### src/rtl/seq_det_pkg.sv
`default_nettype none
// +--------------------------------------------------------------------+
// | seq_det_pkg : shared defaults and mode encoding for seq detectors   |
// | Revision    : 1.0                                                  |
// +--------------------------------------------------------------------+
package seq_det_pkg;

  localparam int          DEF_MAX_LEN     = 8;
  localparam int          DEF_CNT_W       = 8;
  localparam int unsigned DEF_RST_PATTERN = 'b1001;
  localparam int          DEF_RST_LEN     = 4;

  localparam logic OVL_ON  = 1'b1;
  localparam logic OVL_OFF = 1'b0;

  localparam logic DEF_RST_OVERLAP = OVL_ON;

endpackage : seq_det_pkg
`default_nettype wire

### src/rtl/seq_det_match.sv
`default_nettype none
// +--------------------------------------------------------------------+
// | seq_det_match : masked compare of the newest len history bits      |
// | Revision      : 1.0                                                |
// +--------------------------------------------------------------------+
module seq_det_match #(
  parameter int MAX_LEN = 8,
  parameter int LEN_W   = $clog2(MAX_LEN) + 1
) (
  input  logic [MAX_LEN-1:0] i_hist_n,
  input  logic [MAX_LEN-1:0] i_pat,
  input  logic [LEN_W-1:0]   i_len,
  output logic               o_hit
);

  logic [MAX_LEN-1:0] w_mask;

  for (genvar i = 0; i < MAX_LEN; i++) begin : g_mask
    assign w_mask[i] = (i_len > LEN_W'(i));
  end

  // A zero length must never hit, even though the empty mask compares equal.
  assign o_hit = (i_len != '0) && (((i_hist_n ^ i_pat) & w_mask) == '0);

endmodule : seq_det_match
`default_nettype wire

### src/rtl/seq_pattern_detector.sv
`default_nettype none
// +--------------------------------------------------------------------+
// | seq_pattern_detector : programmable serial pattern detector        |
// | Revision             : 1.0                                         |
// +--------------------------------------------------------------------+
module seq_pattern_detector
  import seq_det_pkg::*;
#(
  parameter int               MAX_LEN     = DEF_MAX_LEN,
  parameter int               LEN_W       = $clog2(MAX_LEN) + 1,
  parameter int               CNT_W       = DEF_CNT_W,
  parameter logic [MAX_LEN-1:0] RST_PATTERN = MAX_LEN'(DEF_RST_PATTERN),
  parameter int               RST_LEN     = DEF_RST_LEN,
  parameter logic             RST_OVERLAP = DEF_RST_OVERLAP
) (
  input  logic               clk,
  input  logic               reset,
  input  logic               cfg_load,
  input  logic [MAX_LEN-1:0] cfg_pattern,
  input  logic [LEN_W-1:0]   cfg_len,
  input  logic               cfg_overlap,
  input  logic               din_valid,
  input  logic               din,
  input  logic               cnt_clr,
  output logic               dout,
  output logic [CNT_W-1:0]   match_count
);

  logic [MAX_LEN-1:0] r_pat;
  logic [LEN_W-1:0]   r_len;
  logic               r_ovl;
  logic [MAX_LEN-1:0] r_hist;
  logic [LEN_W-1:0]   r_fill;
  logic               r_dout;
  logic [CNT_W-1:0]   r_cnt;

  logic [MAX_LEN-1:0] w_hist_n;
  logic [LEN_W-1:0]   w_fill_n;
  logic [LEN_W-1:0]   w_len_cap;
  logic               w_hit;
  logic               w_match;

  assign w_hist_n  = {r_hist[MAX_LEN-2:0], din};
  assign w_fill_n  = (r_fill >= LEN_W'(MAX_LEN)) ? r_fill : r_fill + LEN_W'(1);
  assign w_len_cap = (cfg_len > LEN_W'(MAX_LEN)) ? LEN_W'(MAX_LEN) : cfg_len;

  seq_det_match #(
    .MAX_LEN (MAX_LEN),
    .LEN_W   (LEN_W)
  ) u_match (
    .i_hist_n (w_hist_n),
    .i_pat    (r_pat),
    .i_len    (r_len),
    .o_hit    (w_hit)
  );

  // fill guards against matching on history older than the last restart.
  assign w_match = din_valid && !cfg_load && w_hit && (w_fill_n >= r_len);

  always_ff @(posedge clk) begin
    if (reset) begin
      r_pat  <= RST_PATTERN;
      r_len  <= LEN_W'(RST_LEN);
      r_ovl  <= RST_OVERLAP;
      r_hist <= '0;
      r_fill <= '0;
      r_dout <= 1'b0;
    end else if (cfg_load) begin
      r_pat  <= cfg_pattern;
      r_len  <= w_len_cap;
      r_ovl  <= cfg_overlap;
      r_hist <= '0;
      r_fill <= '0;
      r_dout <= 1'b0;
    end else if (din_valid) begin
      r_hist <= w_hist_n;
      r_dout <= w_match;
      r_fill <= (w_match && (r_ovl == OVL_OFF)) ? '0 : w_fill_n;
    end else begin
      r_dout <= 1'b0;
    end
  end

  always_ff @(posedge clk) begin
    if (reset) begin
      r_cnt <= '0;
    end else if (cnt_clr) begin
      r_cnt <= w_match ? CNT_W'(1) : '0;
    end else if (w_match && (r_cnt != '1)) begin
      r_cnt <= r_cnt + CNT_W'(1);
    end
  end

  assign dout        = r_dout;
  assign match_count = r_cnt;

endmodule : seq_pattern_detector
`default_nettype wire

### config.mk
export PLATFORM = sky130hd
export DESIGN_NAME = seq_pattern_detector
export DESIGN_NICKNAME = d
export VERILOG_FILES = /design/src/rtl/seq_det_pkg.sv /design/src/rtl/seq_det_match.sv /design/src/rtl/seq_pattern_detector.sv
export SDC_FILE = /design/constraint.sdc
export NUM_CORES = 1
export LEC_CHECK = 0
export BUFFER_PORTS_ARGS = -buffer_cell sky130_fd_sc_hd__clkbuf_2
export CAP_MARGIN = 5
export CORE_MARGIN = 10
export CORE_UTILIZATION = 59
export CTS_BUF_LIST = sky130_fd_sc_hd__clkbuf_8 sky130_fd_sc_hd__clkbuf_16
export DETAILED_ROUTE_END_ITERATION = 10
export HOLD_SLACK_MARGIN = 0.06
export PLACE_DENSITY = 0.87
export SKIP_LAST_GASP = 1
export SYNTH_ARGS = -nofsm -noshare
export SYNTH_HDL_FRONTEND = slang
export SYNTH_SLANG_ARGS = --single-unit
### constraint.sdc
create_clock -name clk -period 6.55 [get_ports clk]
set_input_delay 0 -clock clk [delete_from_list [all_inputs] [get_ports clk]]
set_output_delay 0 -clock clk [all_outputs]
set_load 0.03 [all_outputs]
==> After elaboration in Yosys (flattened, before gate mapping) <==
Cells that the tools add are included.
{ "word_totals": {"reg_bits": 33, "input_bits": 19, "out_inout_bits": 9, "wordCells": 43} }
{ "op_classes": {"n_addsub": 2, "order_cmp": 11, "n_eq_ne": 1, "n_mux": 6, "n_bitwise": 4, "n_reduce_logical": 12} }
{ "ops": {"columns": ["operator", "n"], "rows": [
  ["greater-than comparator 4 x 3 -> 1 bit (second input constant)", 4],
  ["2-to-1 mux 8 bit", 2],
  ["2-to-1 mux 4 bit", 3],
  ["adder 8 x 1 -> 8 bit (second input constant)", 1],
  ["AND 8 bit", 1],
  ["greater-than comparator 4 x 1 -> 1 bit (second input constant)", 2],
  ["greater-than comparator 4 x 2 -> 1 bit (second input constant)", 2],
  ["logical NOT 8 bit", 1],
  ["!= test 8 bit (second input constant)", 1],
  ["XOR 8 bit", 1],
  ["logical AND 1 bit", 6],
  ["adder 4 x 1 -> 4 bit (second input constant)", 1],
  ["greater-or-equal comparator 4 bit", 1],
  ["greater-or-equal comparator 4 bit (second input constant)", 1],
  ["greater-than comparator 4 bit (second input constant)", 1],
  ["nonzero test 4 bit", 1],
  ["OR reduction 3 bit", 1],
  ["inverter 1 bit", 2],
  ["nonzero test 2 bit", 1],
  ["OR reduction 2 bit", 1],
  ["logical NOT 1 bit", 1],
  ["2-to-1 mux 1 bit", 1]
]} }

==> Depth between registers and ports, before layout <==
{ "logic_depth": {"word_depth": 9, "ltp_mapped": 11, "depth_no_buf": 10} }

==> Modules after synthesis <==
A second synthesis with hierarchy kept.
{ "hier_totals": {"cells_unflattened": 186, "hier_area_um2": 1667.8} }
{ "modules_own_cells": {"columns": ["mod", "n_inst", "cells_each", "area_per_inst_um2", "seq_area_each_um2"], "rows": [
  ["seq_pattern_detector", 1, 164, 1503.9, 660.6],
  ["seq_det_match", 1, 22, 163.9, 0.0]
]} }

==> Worst setup path after synthesis <==
OpenSTA, ideal clock, no wires.
{ "synth_timing": {"kind": "register to register", "from": "register r_fill[0]", "to": "register r_cnt[6], in the netlist match_count[6]", "setup_ns": 0.070, "arrival_time_ns": 2.385, "t_required_ns": 6.480, "setup_slack_ns": 4.095, "path_stages_with_launch": 11, "path_buffers": 1, "synth_period_minus_slack_ns": 2.455, "cell_sequence": "dfxtp_1 inv_1 ha_1 mux2_2 ha_1 a2111oi_1 nor4b_2 nand3_2 buf_6 or3_1 a21oi_1"} }
{ "synth_via": {"elab_chain_cells": 6, "elab_cells_between_ends": 7, "classes_between": "add/sub (1); order compare (2); mux (1); reduce/logical (3)"} }
{ "synth_rtl": {"columns": ["item", "line_no", "source"], "rows": [
  ["start, declared", "seq_pattern_detector.sv:33", "logic [LEN_W-1:0] r_fill;"],
  ["start signal, assigned", "seq_pattern_detector.sv:78", "r_fill <= (w_match && (r_ovl == OVL_OFF)) ? '0 : w_fill_n;"],
  ["adder 4 x 1 -> 4 bit or greater-or-equal comparator 4 bit (tied branches)", "seq_pattern_detector.sv:44", "assign w_fill_n = (r_fill >= LEN_W'(MAX_LEN)) ? r_fill : r_fill + LEN_W'(1);"],
  ["2-to-1 mux 4 bit *", "seq_pattern_detector.sv:44", null],
  ["greater-or-equal comparator 4 bit *", "seq_pattern_detector.sv:58", "assign w_match = din_valid && !cfg_load && w_hit && (w_fill_n >= r_len);"],
  ["logical AND 1 bit *", "seq_pattern_detector.sv:58", null],
  ["logical AND 1 bit *", "seq_pattern_detector.sv:89", "end else if (w_match && (r_cnt != '1)) begin"],
  ["nonzero test 2 bit (no line) *", null, null],
  ["end signal, assigned", "seq_pattern_detector.sv:88", "r_cnt <= w_match ? CNT_W'(1) : '0;"],
  ["end signal, assigned", "seq_pattern_detector.sv:90", "r_cnt <= r_cnt + CNT_W'(1);"],
  ["end, declared", "seq_pattern_detector.sv:35", "logic [CNT_W-1:0] r_cnt;"]
]} }
Every way passes the cells marked *; elsewhere a longest branch is shown, timed or not.
A chain may end at the register's enable or synchronous reset.

==> Final worst setup path <==
{ "layout_timing": {"from": "register r_fill[0]", "to": "register r_cnt[5], in the netlist match_count[5]"} }
The elaborated chain is that of the path after synthesis.

==> flow_summary_export.csv <==
group,metric,value,unit
clock_network,cts_made_buffers,5,
floorplanning,die_area,5400,µm²
placed_design,dp.final_hpwl,2.71,mm
setup_path,reg2reg_from,"r_fill[0]$_SDFFE_PP0P_",
routing,drtAntennaViolNets,0,
routing,drc,0,
timing,setup_viol,0,
synth,synth_flop_cell,"dfxtp_1",
routing,via_per_inst,5.60,
cells_and_area,nets,250,
worst_hold_path,hold_path.class,"input pin to flop",
setup_path,cp.required,6.77,ns
routing,dr.pass1.iters,4,
floorplanning,num_rows,19,
clock_network,clockBufferDepth,2,
power,p_per_area,222,nW/µm²
run_status,status,"finished, final reports clean",
timing,clock-skew-final,0.00714,ns
placed_design,port_buffers,27,
synth,yosys.area.top_type,"dfxtp_1",
synth,synth.cell_area,1690,µm²
grt,grtUsageTotal,0.151,
timing,drv_slew,0,
routing,drt_iter0_drc,71,
synth,synth_top_area_frac,0.391,
synth,synth_seq_cells,33,
setup_path,crit_type,"flop to flop",
synth,synth_edf_count,0,
synth,ys_warn_count,0,
floorplanning,coreArea,2760,µm²
setup_path,start_kind,"flop",
floorplanning,die_width,73.5,µm
timing,worstMarginPinSlew,0.641,ns
timing,hold_viol_final,0,
synth,ys_seq_area_frac,0.391,
cells_and_area,final_cells,256,
synth,netlist_instances,186,
setup_path,endpoint_kind,"flop",
timing,period_share,0.428,
clock_network,clock-sinks,33,
worst_hold_path,min_to,"r_len[1]$_SDFFE_PP0P_",
setup_path,rrSetupSlack,3.75,ns
timing,tns,0,ns
clock_network,cts_root_buffer,"clkbuf_8",
timing,period_minus_slack,2.80,ns
grt,grt_pass1_wl,6.45,mm
timing,timing.final.ws_setup,3.75,ns
clock_network,clk_pin_slew,0.06,ns
clock_network,cts_max_level,2,
placed_design,routabilityCongestion,0.854,
synth,ys_types,43,
cells_and_area,antenna_cells,0,
timing,rsz0062_at_grt,"false",
floorplanning,start_util,0.612,
grt,grt_start_max_net_pins,20,
grt,grt_remaining_overflow,0,
setup_path,reg2regPathDepth,9,
timing,maxSlewHeadroom,0.571,
run,maxCapViolCount,0,
routing,wire_per_inst,14.6,µm
setup_path,worstPathMaxFanout,12,
power,leakagePower,0.000839,µW
synth,syn-num-nets,212,
synth,synth.most_common_cell,"dfxtp_1",
synth,synth_commonest_cells,"dfxtp_1 (33), nor2_1 (26), mux2i_1 (15), a21oi_1 (14), xnor2_1 (8)",
clock_network,tritoncts,"built",
grt,antenna_found_initial,0,
placed_design,dp_worst_setup_slack,3.75,ns
floorplanning,die_y,73.5,µm
power,ir_worst_vdd,0.000232,V
clock_network,clk_latency,0.29,ns
cells_and_area,area_growth,22.2,%
timing,fmax,0.357,GHz
synth,postSynthAreaPerCell,9.07,µm²
cells_and_area,drive_gt1_frac,0.200,
synth,ys_top_cells_by_area,"dfxtp_1 (39%), mux2i_1 (8.9%), nor2_1 (5.8%)",
floorplanning,ioPinCount,28,
setup_path,critPathArrivalTime,3.02,ns
setup_path,rr_endpoint,"match_count[5]$_SDFFE_PP0P_",
routing,wl,3.74,mm
worst_hold_path,holdPathStages,5,
grt,grt_pass1_vias,1438,
worst_hold_path,worstHoldStart,"cfg_len[1]",
synth,synthArstFlopShare,0,
placed_design,dp.cells,234,
routing,vias,1434,
-- layout make-up --
class	count	area, µm²
fill	197	696
clock inverter	2	33.8
inverter	7	26.3
sequential	33	661
tap	31	38.8
timing repair buffer	41	275
multi-input combinational	136	945
clock buffer	6	82.6
-- worst max-delay path, cell delays in order, from the launching register on --
cell and delay, ns:
dfxtp_1 0.42, inv_1 0.08, ha_1 0.29, mux2_2 0.28, ha_1 0.28, a2111oi_1 0.11, nor4b_2 0.36, nand3_2 0.25
or4_1 0.51, a21oi_1 0.15
-- sequential cells by signal (all words and copies together), names as in the netlist --
signal and flops:
r_ovl 1, r_fill 4, dout 1, r_len 4, r_hist 7, match_count 8, r_pat 8
-- cells by family (layout without fill, tap and decap cells) --
| group | count (synthesis) | in the layout | synth area share |
|---|---|---|---|
| adders and majority gates | 7 | 7 | 0.0519 |
| xor gates and xnor gates | 11 | 11 | 0.0682 |
| DFF | 33 | 33 | 0.391 |
| and+or+nand+nor | 68 | 68 | 0.219 |
| AOI/OAI and AO/OA | 34 | 34 | 0.125 |
| buffers and inverters | 17 | 56 | 0.0489 |
| muxes | 16 | 16 | 0.0956 |
-- timing repair --
item / 4_1_cts / 5_1_grt
buffers inserted: 0 / 0
endpoints found under the hold margin: 13 / 0
resized for setup: 0 / 0
hold buffers: 14 / 0
-- through the flow --
step	power, µW	utilization	cell area, µm²	hold WS [ns]
final	458	0.748	2060	0.0824
after global routing	476	0.748	2060	0.104
after CTS	462	0.748	2060	0.0798
after detailed placement	259	0.655	1810	0.215
after global placement	257	0.655	1810	0.208
after floorplan	248	-	1690	0.111
-- worst max path at each step --
| stage | from | endpoint | slack, ns | cells past startpoint |
|---|---|---|---|---|
| after floorplan | r_fill[0]$_SDFFE_PP0P_ | match_count[6]$_SDFFE_PP0P_ | 4.10 | 10 |
| after global placement | r_fill[0]$_SDFFE_PP0P_ | match_count[5]$_SDFFE_PP0P_ | 3.89 | 9 |
| after detailed placement | r_fill[0]$_SDFFE_PP0P_ | match_count[5]$_SDFFE_PP0P_ | 3.75 | 9 |
| after CTS | r_fill[0]$_SDFFE_PP0P_ | match_count[5]$_SDFFE_PP0P_ | 3.73 | 9 |
| after global routing | r_fill[0]$_SDFFE_PP0P_ | match_count[5]$_SDFFE_PP0P_ | 3.61 | 9 |
| final | r_fill[0]$_SDFFE_PP0P_ | match_count[5]$_SDFFE_PP0P_ | 3.75 | 9 |
-- power by group --
group          leakage [µW]  internal (µW)  switching [µW]
clock             0.0000626            122            72.6
sequential         0.000269            206            5.79
combinational      0.000508           25.7            24.8
-- per-layer routing --
metal / global-route usage / vias up / wire [µm]
li1: - / 734 / -
met1: 0.162 / 655 / 1530
met2: 0.251 / 38 / 1860
met3: 0.0713 / 7 / 274
met4: 0.0559 / 0 / 70
met5: 0 / - / 0
-- cell usage in the layout, fill, tap and decap left out, types with 2 or more instances in the layout --
master,Yosys,final
dfxtp_1,33,33
or4_1,2,2
nand4_1,3,3
ha_1,7,7
nand3_1,7,7
nor2b_1,5,5
inv_1,4,5
clkinv_1,3,3
mux2i_1,15,15
a21oi_1,14,14
or3_1,4,4
or2_2,2,2
xor2_1,2,2
o32ai_1,2,2
nor2_2,2,2
nor2_1,26,26
dlygate4sd3_1,0,14
clkbuf_8,1,6
o21ai_0,6,6
a211o_1,3,3
nand2_1,7,7
nor3_1,3,3
clkbuf_2,0,27
xnor2_1,8,8
No activity file was read; power rests on OpenSTA's default activity.
